`src/rtl/issue_ctrl.sv`:
```
// rtl/issue_ctrl.sv - in-order issue queue between fetcher and decoder; optional stall counter under ISSUE_STAT_EN
module issue_ctrl #(
  parameter int DEPTH = 8,
  parameter int AW    = 3
) (
  input  logic        clk,
  input  logic        rst,
  input  logic        rdy,
  input  logic        in_fetcher_valid,
  input  logic [31:0] in_fetcher_inst,
  input  logic [31:0] in_fetcher_pc,
  input  logic        in_fetcher_jump_flag,
  output logic        out_fetcher_ready,
  input  logic        in_rob_full,
  input  logic        in_rs_full,
  input  logic        in_lsb_full,
  input  logic        in_clear,
  output logic        out_dec_valid,
  output logic [31:0] out_dec_inst,
  output logic [31:0] out_dec_pc,
  output logic        out_dec_jump_flag,
  output logic        out_issue
`ifdef ISSUE_STAT_EN
  ,
  output logic [31:0] out_stall_cnt
`endif
);

  typedef enum logic {RUN = 1'b0, FLUSH = 1'b1} state_e;

  localparam logic [AW:0] DEPTH_C = DEPTH[AW:0];

  state_e        state_q, state_d;
  logic [AW-1:0] head_q, head_d;
  logic [AW-1:0] tail_q, tail_d;
  logic [AW:0]   count_q, count_d;
  logic [64:0]   mem_q [DEPTH];

  logic [64:0]   head_entry;
  logic          head_is_ls;
  logic          enq;

  assign head_entry = mem_q[head_q];
  assign head_is_ls = (head_entry[6:0] == 7'b0000011) || (head_entry[6:0] == 7'b0100011);

  // Next-state and output logic; a clear wins over enqueue and issue
  always_comb begin
    state_d           = state_q;
    head_d            = head_q;
    tail_d            = tail_q;
    count_d           = count_q;
    out_dec_valid     = (count_q != '0);
    out_dec_inst      = 32'd0;
    out_dec_pc        = 32'd0;
    out_dec_jump_flag = 1'b0;
    out_fetcher_ready = 1'b0;
    out_issue         = 1'b0;
    enq               = 1'b0;

    if (out_dec_valid) begin
      out_dec_inst      = head_entry[31:0];
      out_dec_pc        = head_entry[63:32];
      out_dec_jump_flag = head_entry[64];
    end

    // rst is folded in so the reset cycle never advertises space or issues
    out_fetcher_ready = rst && (state_q == RUN) && (count_q != DEPTH_C) && !in_clear;
    out_issue = rst && rdy && (state_q == RUN) && !in_clear && out_dec_valid && !in_rob_full &&
                (head_is_ls ? !in_lsb_full : !in_rs_full);
    enq = rdy && in_fetcher_valid && out_fetcher_ready;

    if (rdy) begin
      if (in_clear) begin
        head_d  = '0;
        tail_d  = '0;
        count_d = '0;
        state_d = FLUSH;
      end else begin
        case (state_q)
          RUN:     state_d = RUN;
          default: state_d = RUN;
        endcase
        if (enq) tail_d = tail_q + AW'(1);
        if (out_issue) head_d = head_q + AW'(1);
        count_d = count_q + {{AW{1'b0}}, enq} - {{AW{1'b0}}, out_issue};
      end
    end
  end

  // Control state register with synchronous active-low reset
  always_ff @(posedge clk) begin
    if (!rst) begin
      state_q <= RUN;
      head_q  <= '0;
      tail_q  <= '0;
      count_q <= '0;
    end else begin
      state_q <= state_d;
      head_q  <= head_d;
      tail_q  <= tail_d;
      count_q <= count_d;
    end
  end

  // Queue storage; contents need no reset because count gates visibility
  always_ff @(posedge clk) begin
    if (enq) begin
      mem_q[tail_q] <= {in_fetcher_jump_flag, in_fetcher_pc, in_fetcher_inst};
    end
  end

`ifdef ISSUE_STAT_EN
  logic [31:0] stall_cnt_q;
  logic        stall;

  assign stall         = rdy && out_dec_valid && (state_q == RUN) && !in_clear && !out_issue;
  assign out_stall_cnt = stall_cnt_q;

  // Saturating count of cycles where a presented head could not issue
  always_ff @(posedge clk) begin
    if (!rst) begin
      stall_cnt_q <= 32'd0;
    end else if (stall && (stall_cnt_q != 32'hFFFF_FFFF)) begin
      stall_cnt_q <= stall_cnt_q + 32'd1;
    end
  end
`endif

endmodule

```
`config.mk`:
```
export PLATFORM = sky130hd
export DESIGN_NAME = issue_ctrl
export DESIGN_NICKNAME = d
export VERILOG_FILES = /design/src/rtl/issue_ctrl.sv
export SDC_FILE = /design/constraint.sdc
export NUM_CORES = 1
export LEC_CHECK = 0
export ABC_AREA = 1
export CAP_MARGIN = 15
export CORE_MARGIN = 2
export CORE_UTILIZATION = 26
export DETAILED_ROUTE_END_ITERATION = 12
export PLACE_DENSITY_LB_ADDON = 0.15
export RECOVER_POWER = 100
export SLEW_MARGIN = 20
export SYNTH_ARGS = -nofsm -noshare
export SYNTH_HDL_FRONTEND = slang
export SYNTH_SLANG_ARGS = --single-unit
```
`constraint.sdc`:
```
create_clock -name clk -period 7.8 [get_ports clk]
set_input_delay 2.34 -clock clk [delete_from_list [all_inputs] [get_ports clk]]
set_output_delay 2.34 -clock clk [all_outputs]
set_load 0.02 [all_outputs]
```
==> reports/summary.log <==
[clock_network] hold buffer count at CTS 0
[status] status finished, violations left
[sta] Worst Setup Slack, final 0.610 ns
[grt] number of antenna violations at the first check in global routing 14
[die] num ports 141
[grt] total global routing overflow 0
[sta] slew at the pin closest to its max-slew limit 2.55 ns
[sta] final max-slew violation count 458
[detailed_routing] final routed DRC violation total 0
[grt] global routing met3 resource utilization 0.0316
[run] maxcap violations 9
[clock_network] Bufs on Longest Clock Path 3
[detailed_routing] number of DRC markers after the initial detailed-route iteration 675
[setup_path] critical path class in -> out
[clock_network] CTS Sinks 534
[clock_network] clock tree from TritonCTS done
[cells_and_area] post-route cell area 25300 sq um
[grt] pin count of the biggest net entering global routing 143
[power_and_ir_drop] maximum resistive drop on vdd 158 uV
[setup_path] Critical Path, Cell by Cell dlygate4sd3_1, inv_1, nor2_1, inv_1, nor4_1, nand3_2, inv_1, dlygate4sd3_1
[logic_synthesis] fraction of synthesis flops using an asynchronous set or reset pin 0
[logic_synthesis] flip-flop cell with the highest count after synthesis edfxtp_1
[die] Die Ht 288 um
[sta] Max-slew headroom -0.702
[grt] met1 Track Usage GR 0.183
[clock_network] number of buffers created by CTS 59
[logic_synthesis] Netlist cell types 31
[die] die footprint 83000 sq um
[setup_path] library cell appearing most often on the critical path inv_1
[sta] fraction of the cycle the final worst path needs 0.922
[cells_and_area] Net count, final 1844
[grt] first-pass GRT wire length 84900 um
[clock_network] number of buffers added for setup after CTS 0
[clock_network] root cell of the clock tree clkbuf_16
[sta] Hold Fails Final Rpt 0
[die] number of standard-cell rows in the floorplan 104
[cells_and_area] area grow syn2layout 20.6%
[logic_synthesis] parity-gate share of the synthesized area counting xor and xnor cells 0.000417
[detailed_routing] number of detailed-route iterations in the first pass 4
[sta] time the worst path needs with I/O delays and setup 7.19 ns
[logic_synthesis] count of yosys warnings during synthesis 0
[power_and_ir_drop] Pwr Density 236 nW/um^2
[setup_path] WP data arrival 4.85 ns
[detailed_routing] routed via count divided by cell count 4.55
[setup_path] kind of cell adding the most delay to the critical path buffers and inverters
[setup_path] nature of the critical path endpoint primary output
[detailed_routing] Routed Wire Length 57400 um
[grt] global-route layer with the greatest usage met2
[logic_synthesis] mean instance size in the synthesized netlist 12.8 sq um
[die] Die Span X 288 um
[detailed_routing] Via Count 13077
[status] violations in the final reports max-capacitance violations, max-slew violations
[logic_synthesis] flops & latches, synth 534
[cells_and_area] share of post-route cells with drive strength above 1 0.0602
[sta] setup repair after global routing missed its margin no
[placement] port bufs 140
[logic_synthesis] multiplexer fraction of the synthesized cell area 0
[placement] half-perimeter wire length after detailed placement 28300 um
[setup_path] critical path startpoint category input port
[clock_network] CTS clk-pin slew, worst paths 0.06 ns
[setup_path] number of buffers and inverters on the critical path 5
[placement] instance area at placement 23600 sq um
[placement] Final Wtd Congestion 0.701
[clock_network] insertion delay to the later sink of the worst-skew pair 0.62 ns
[logic_synthesis] sequential share of the synthesized area 0.757
[logic_synthesis] post-synthesis compound-gate area fraction 0.114
[setup_path] Slowest cell on crit path dlygate4sd3_1
[placement] Post-Place Setup Slack 0.837 ns
[logic_synthesis] total nets after synthesis 1720
[logic_synthesis] netlist area before placement 21000 sq um
[sta] top achievable clock speed 139 MHz
[sta] Fin Clk Skew 0.0217 ns
[clock_network] count of H-tree levels built during CTS 2
[power_and_ir_drop] total chip power 0.00596 W
[grt] GR met2 Demand/Resource 0.226
[grt] vias in the first global route 12964
[setup_path] Worst Path Max Fanout 6
[die] Initial Util 0.262
[clock_network] cells resized by post-CTS repair 0
[setup_path] required time at the worst-slack endpoint 5.46 ns
[logic_synthesis] arithmetic-cell share of the synthesized area counting full adders, half adders and majority gates 0.00572
[logic_synthesis] dominant combinational cell family by area after synthesis compound AO/OA/AOI/OAI gates
[detailed_routing] wire length per cell 20.0 um
[setup_path] longest individual stage delay on the worst path 0.67 ns
[logic_synthesis] simple-gate share of the synthesized area 0.0911
[hold_path] Worst Hold Class reg -> reg
[sta] final setup fails 0
[detailed_routing] Antenna Violating Nets Remaining 0
[grt] Tot GR Track Use 0.137
[logic_synthesis] EDFF count, synth 520
[logic_synthesis] Post-Synthesis Cells 1638
[power_and_ir_drop] standby leakage power 8.44 nW
[die] core region area 80200 sq um
==> cell families after synthesis <==
| kind of cell | after synthesis |
|---|---|
| AO/OA/AOI/OAI | 444 |
| XOR/XNOR | 1 |
| adder cells (fa/ha/maj) | 9 |
| buffers and inverters | 155 |
| flip-flops | 534 |
| AND/OR/NAND/NOR | 495 |
==> worst reg2reg max path: cells and delay by family (launching register included) <==
kind,cells,cell delay [ns]
fa+ha+maj,1,0.22
buf+inv,3,1.19
flops,1,0.33
simple gates,3,2.14
compound gates,1,0.28
==> through the flow <==
stage | hold slack (ns) | instances | util | setup TNS [ns]
2_1_floorplan | 0.444 | 1638 | - | -79.54
4_1_cts | 0.482 | 2871 | 0.318 | 0
3_3_place_gp | 0.481 | 2761 | 0.294 | 0
3_5_place_dp | 0.473 | 2761 | 0.294 | 0
6_report | 0.474 | 2872 | 0.316 | 0
5_1_grt | 0.508 | 2872 | 0.316 | 0
==> path summary, 6_finish.rpt <==
kind	startpoint	to	slack, ns	cells after the start
max	rdy	out_issue	0.61	8
min reg2reg	count_q[2]	count_q[2]	0.47	2
max reg2reg	count_q[2]	mem_q[1][60]	3.24	8
min	count_q[2]	count_q[2]	0.47	2
==> cell type report <==
cell class              instances  area, sq um
repair buffers                167         1570
flip-flops and latches        534        15900
clock inverters                36          309
inverters                      51          204
fillers                      7986        54900
diodes                          1         2.50
multi-input cells             949         4440
well taps                    1060         1330
clock buffers                  74         1550
==> power breakdown <==
part | total, W | switching, W | internal [W]
combinational | 0.000113 | 0.0000759 | 0.0000372
clock | 0.00269 | 0.00112 | 0.00157
sequential | 0.00316 | 0.00000288 | 0.00315
total | 0.00596 | 0.00120 | 0.00476
==> Yosys cell counts, drive strengths merged, types with 14 or more instances <==
master	number	area (sq um)
inv	51	194
clkbuf	65	244
o21ai	306	1530
a31oi	59	369
dfxtp	14	280
nand3	25	130
nor2	380	1430
a21oi	16	80.1
o22ai	59	369
buf	39	226
nand2	83	314
edfxtp	520	15600
==> cells in the final DEF (no fill, tap or decap), drive strengths merged <==
cell type / n
a211oi: 1
a21o: 1
a21oi: 16
a31oi: 59
buf: 9
bufinv: 5
clkbuf: 92
clkdlybuf4s50: 13
clkinv: 29
dfxtp: 14
diode: 1
dlygate4sd3: 127
edfxtp: 520
fa: 1
ha: 8
inv: 53
nand2: 83
nand3: 25
nand4: 1
nor2: 380
nor3: 4
nor4: 1
o211ai: 1
o21a: 1
o21ai: 306
o22ai: 59
or2: 1
xnor2: 1
==> layer usage <==
metal  share of wire  up-vias
met2            0.47      202
li1                -     6224
met4           0.015       16
met5          0.0016        -
met1            0.46     6556
met3           0.049       79
==> flip-flops by register name (all words and copies together) (netlist names), named ones only <==
register  count
head_q        3
tail_q        3
count_q       4
mem_q       520
state_q       1
Note: power is estimated with default switching activity, not from simulation.
==> RTL edit, RTL diff (same flow settings) <==
Register the output `out_dec_jump_flag`, with the module's reset; this adds one clock of latency there. The other outputs are not delayed to match.
--- a/src/rtl/issue_ctrl.sv
+++ b/src/rtl/issue_ctrl.sv
@@ -30,6 +30,8 @@
 
   localparam logic [AW:0] DEPTH_C = DEPTH[AW:0];
 
+  logic out_dec_jump_flag_d;
+
   state_e        state_q, state_d;
   logic [AW-1:0] head_q, head_d;
   logic [AW-1:0] tail_q, tail_d;
@@ -52,7 +54,7 @@
     out_dec_valid     = (count_q != '0);
     out_dec_inst      = 32'd0;
     out_dec_pc        = 32'd0;
-    out_dec_jump_flag = 1'b0;
+    out_dec_jump_flag_d = 1'b0;
     out_fetcher_ready = 1'b0;
     out_issue         = 1'b0;
     enq               = 1'b0;
@@ -60,7 +62,7 @@
     if (out_dec_valid) begin
       out_dec_inst      = head_entry[31:0];
       out_dec_pc        = head_entry[63:32];
-      out_dec_jump_flag = head_entry[64];
+      out_dec_jump_flag_d = head_entry[64];
     end
 
     // rst is folded in so the reset cycle never advertises space or issues
@@ -126,5 +128,13 @@
   end
 `endif
 
+  always_ff @(posedge clk) begin
+    if (!rst) begin
+      out_dec_jump_flag <= '0;
+    end else begin
+      out_dec_jump_flag <= out_dec_jump_flag_d;
+    end
+  end
+
 endmodule
 
Behaviour: not the same (a bounded check fails within 4 cycles, from zero or initial values and one cycle with rst low).
==> RTL edit against the unedited design <==
  * Critical path type is now register to primary output
  * Synthesized cell count is 0.12% higher
  * Total power is 1.2% lower
  * Highest routed layer unchanged
  * Wire length is 1.1% higher
  * Sequential cell count is 1 higher
  * Largest power group unchanged
  * Global-route usage is 0.24 points higher
  * The run still ends with capacitance limit, slew limit left
  * Setup slack better by 0.27 ns
  * Design area is 0.15% lower
  * Area after synthesis is 0.12% higher
==> RTL edit: results (changes against the unedited design) <==
- first-pass GRT wire length: 86.4 mm, was 84.9 mm
- post-synthesis sequential area ratio: 0.758, was 0.757
- max-cap check violation count: 13, was 9
- worst relative slew slack: -1.29, was -0.702
- XOR/XNOR share of the synthesized area: 0.000417, about the same
- Synth top cells by count: 520 x sky130_fd_sc_hd__edfxtp_1, 378 x sky130_fd_sc_hd__nor2_1, 301 x sky130_fd_sc_hd__o21ai_0, was 520 x sky130_fd_sc_hd__edfxtp_1, 379 x sky130_fd_sc_hd__nor2_1, 304 x sky130_fd_sc_hd__o21ai_0
- met3 track utilization from global routing: 0.0248, was 0.0316
- global routing met2 resource utilization: 0.227, was 0.226
- antenna violations before repair: 11, was 14
- met3 wirelength from detailed routing: 2.16 mm, was 2.81 mm
- number of nets in the synthesized netlist: 1722, was 1720
- r2r setup slk: 3.21 ns, was 3.24 ns
- FF-to-FF End: count_q[2], was mem_q[1][60]
- Routed Wire Length: 58.1 mm, was 57.4 mm
- Synth Area in Compound Gates: 0.113, was 0.114
- Worst Hold Depth: 2, unchanged
- met2 wirelength from detailed routing: 27.3 mm, was 27.1 mm
- static leakage: 8.38 nW, was 8.44 nW
- arrival time reported for the critical path endpoint: 4.58 ns, was 4.85 ns
- Routability Congestion: 0.719, was 0.701
- Worst Reg2Reg Path Length in Cells: 17, was 8
- initial drt markers: 700, was 675
- Final #Nets: 1845, was 1844
- HPWL after detailed placement: 28.4 mm, was 28.3 mm
- worst hold slack: 0.475 ns, was 0.474 ns
- number of cells in the design after placement: 2762, was 2761
- number of filler instances in the final layout: 8029, was 7986
- Max Slew Vio Count: 466, was 458
- average footprint of a synthesized cell: 12.8 sq um, about the same
- clock latency on the worst-skew pair: 0.60 ns, was 0.62 ns
- maximum number of pins on one net before global-route repair: 157, was 143
- outcome: finished with violations, unchanged
- cell at the slowest stage of the critical path: sky130_fd_sc_hd__clkbuf_4, was sky130_fd_sc_hd__dlygate4sd3_1
- area of placed instances: 0.0236 sq mm, about the same
- fin cells: 2876, was 2872
- failing checks: capacitance limit, slew limit, unchanged
- CTS HTree Levels: 2, unchanged
- met1 Use GR: 0.192, was 0.183
- overall track demand over capacity in global routing: 0.139, was 0.137
- setup skew after layout: 0.00951 ns, was 0.0217 ns
- wire length the detailed router placed on met1: 27.4 mm, was 26.6 mm
- maximum fanout along the worst path: 112, was 6
- Synth Area in Adders: 0.00572, about the same
- synth unique cells: 30, was 31
- maximum resistive drop on vdd: 161 uV, was 158 uV
- number of vias in the routed layout: 13100, about the same
## RTL edit: cell count changes in the layout (fill, tap and decap cells not counted), sizes merged, moves of 3 or more
| cell | change |
|---|---|
| clkinvlp | +4 |
| clkbuf | +4 |
| bufinv | -3 |
| clkdlybuf4s50 | +3 |
| dlygate4sd3 | -3 |
| inv | -3 |
## RTL edit: final cells by class
| type | count | area share |
|---|---|---|
| sequential | 535 | 0.630 |
| multi-input combinational | 950 | 0.176 |
| clock buffer | 76 | 0.0626 |
| timing repair buffer | 167 | 0.0620 |
| tap | 1060 | 0.0525 |
| clock inverter | 35 | 0.00852 |
| inverter | 50 | 0.00782 |
| antenna | 3 | 0.000297 |
## RTL edit: metrics by stage
| stage | setup WS [ns] | utilization |
|---|---|---|
| 2_1_floorplan | -0.597 | - |
| 3_3_place_gp | 1.02 | 0.294 |
| 3_5_place_dp | 1.03 | 0.294 |
| 4_1_cts | 1.02 | 0.317 |
| 5_1_grt | 0.431 | 0.315 |
| 6_report | 0.882 | 0.315 |
## RTL edit: worst max-delay path: cells and delay by family (launching register included)
kind	cells	cell delay, ns
buf+inv	3	2.49
compound gates	4	0.95
flops	1	0.49
## RTL edit: how the worst max path moves through the flow
stage / startpoint / endpoint / slack (ns) / depth (start not counted)
floorplan: rst / mem_q[6][0] / -0.60 / 7
global placement: rst / out_issue / 1.02 / 8
detailed placement: rst / out_issue / 1.03 / 8
CTS: rst / out_issue / 1.02 / 8
global route: register / out_issue / 0.43 / 12
finish: register / out_dec_pc[31] / 0.88 / 7
## RTL edit: power by group
part	internal (mW)	total, mW	switching (mW)
Sequential	3.16	3.16	0.00327
Clock	1.49	2.62	1.13
Combinational	0.0373	0.114	0.0770
Total	4.68	5.89	1.21
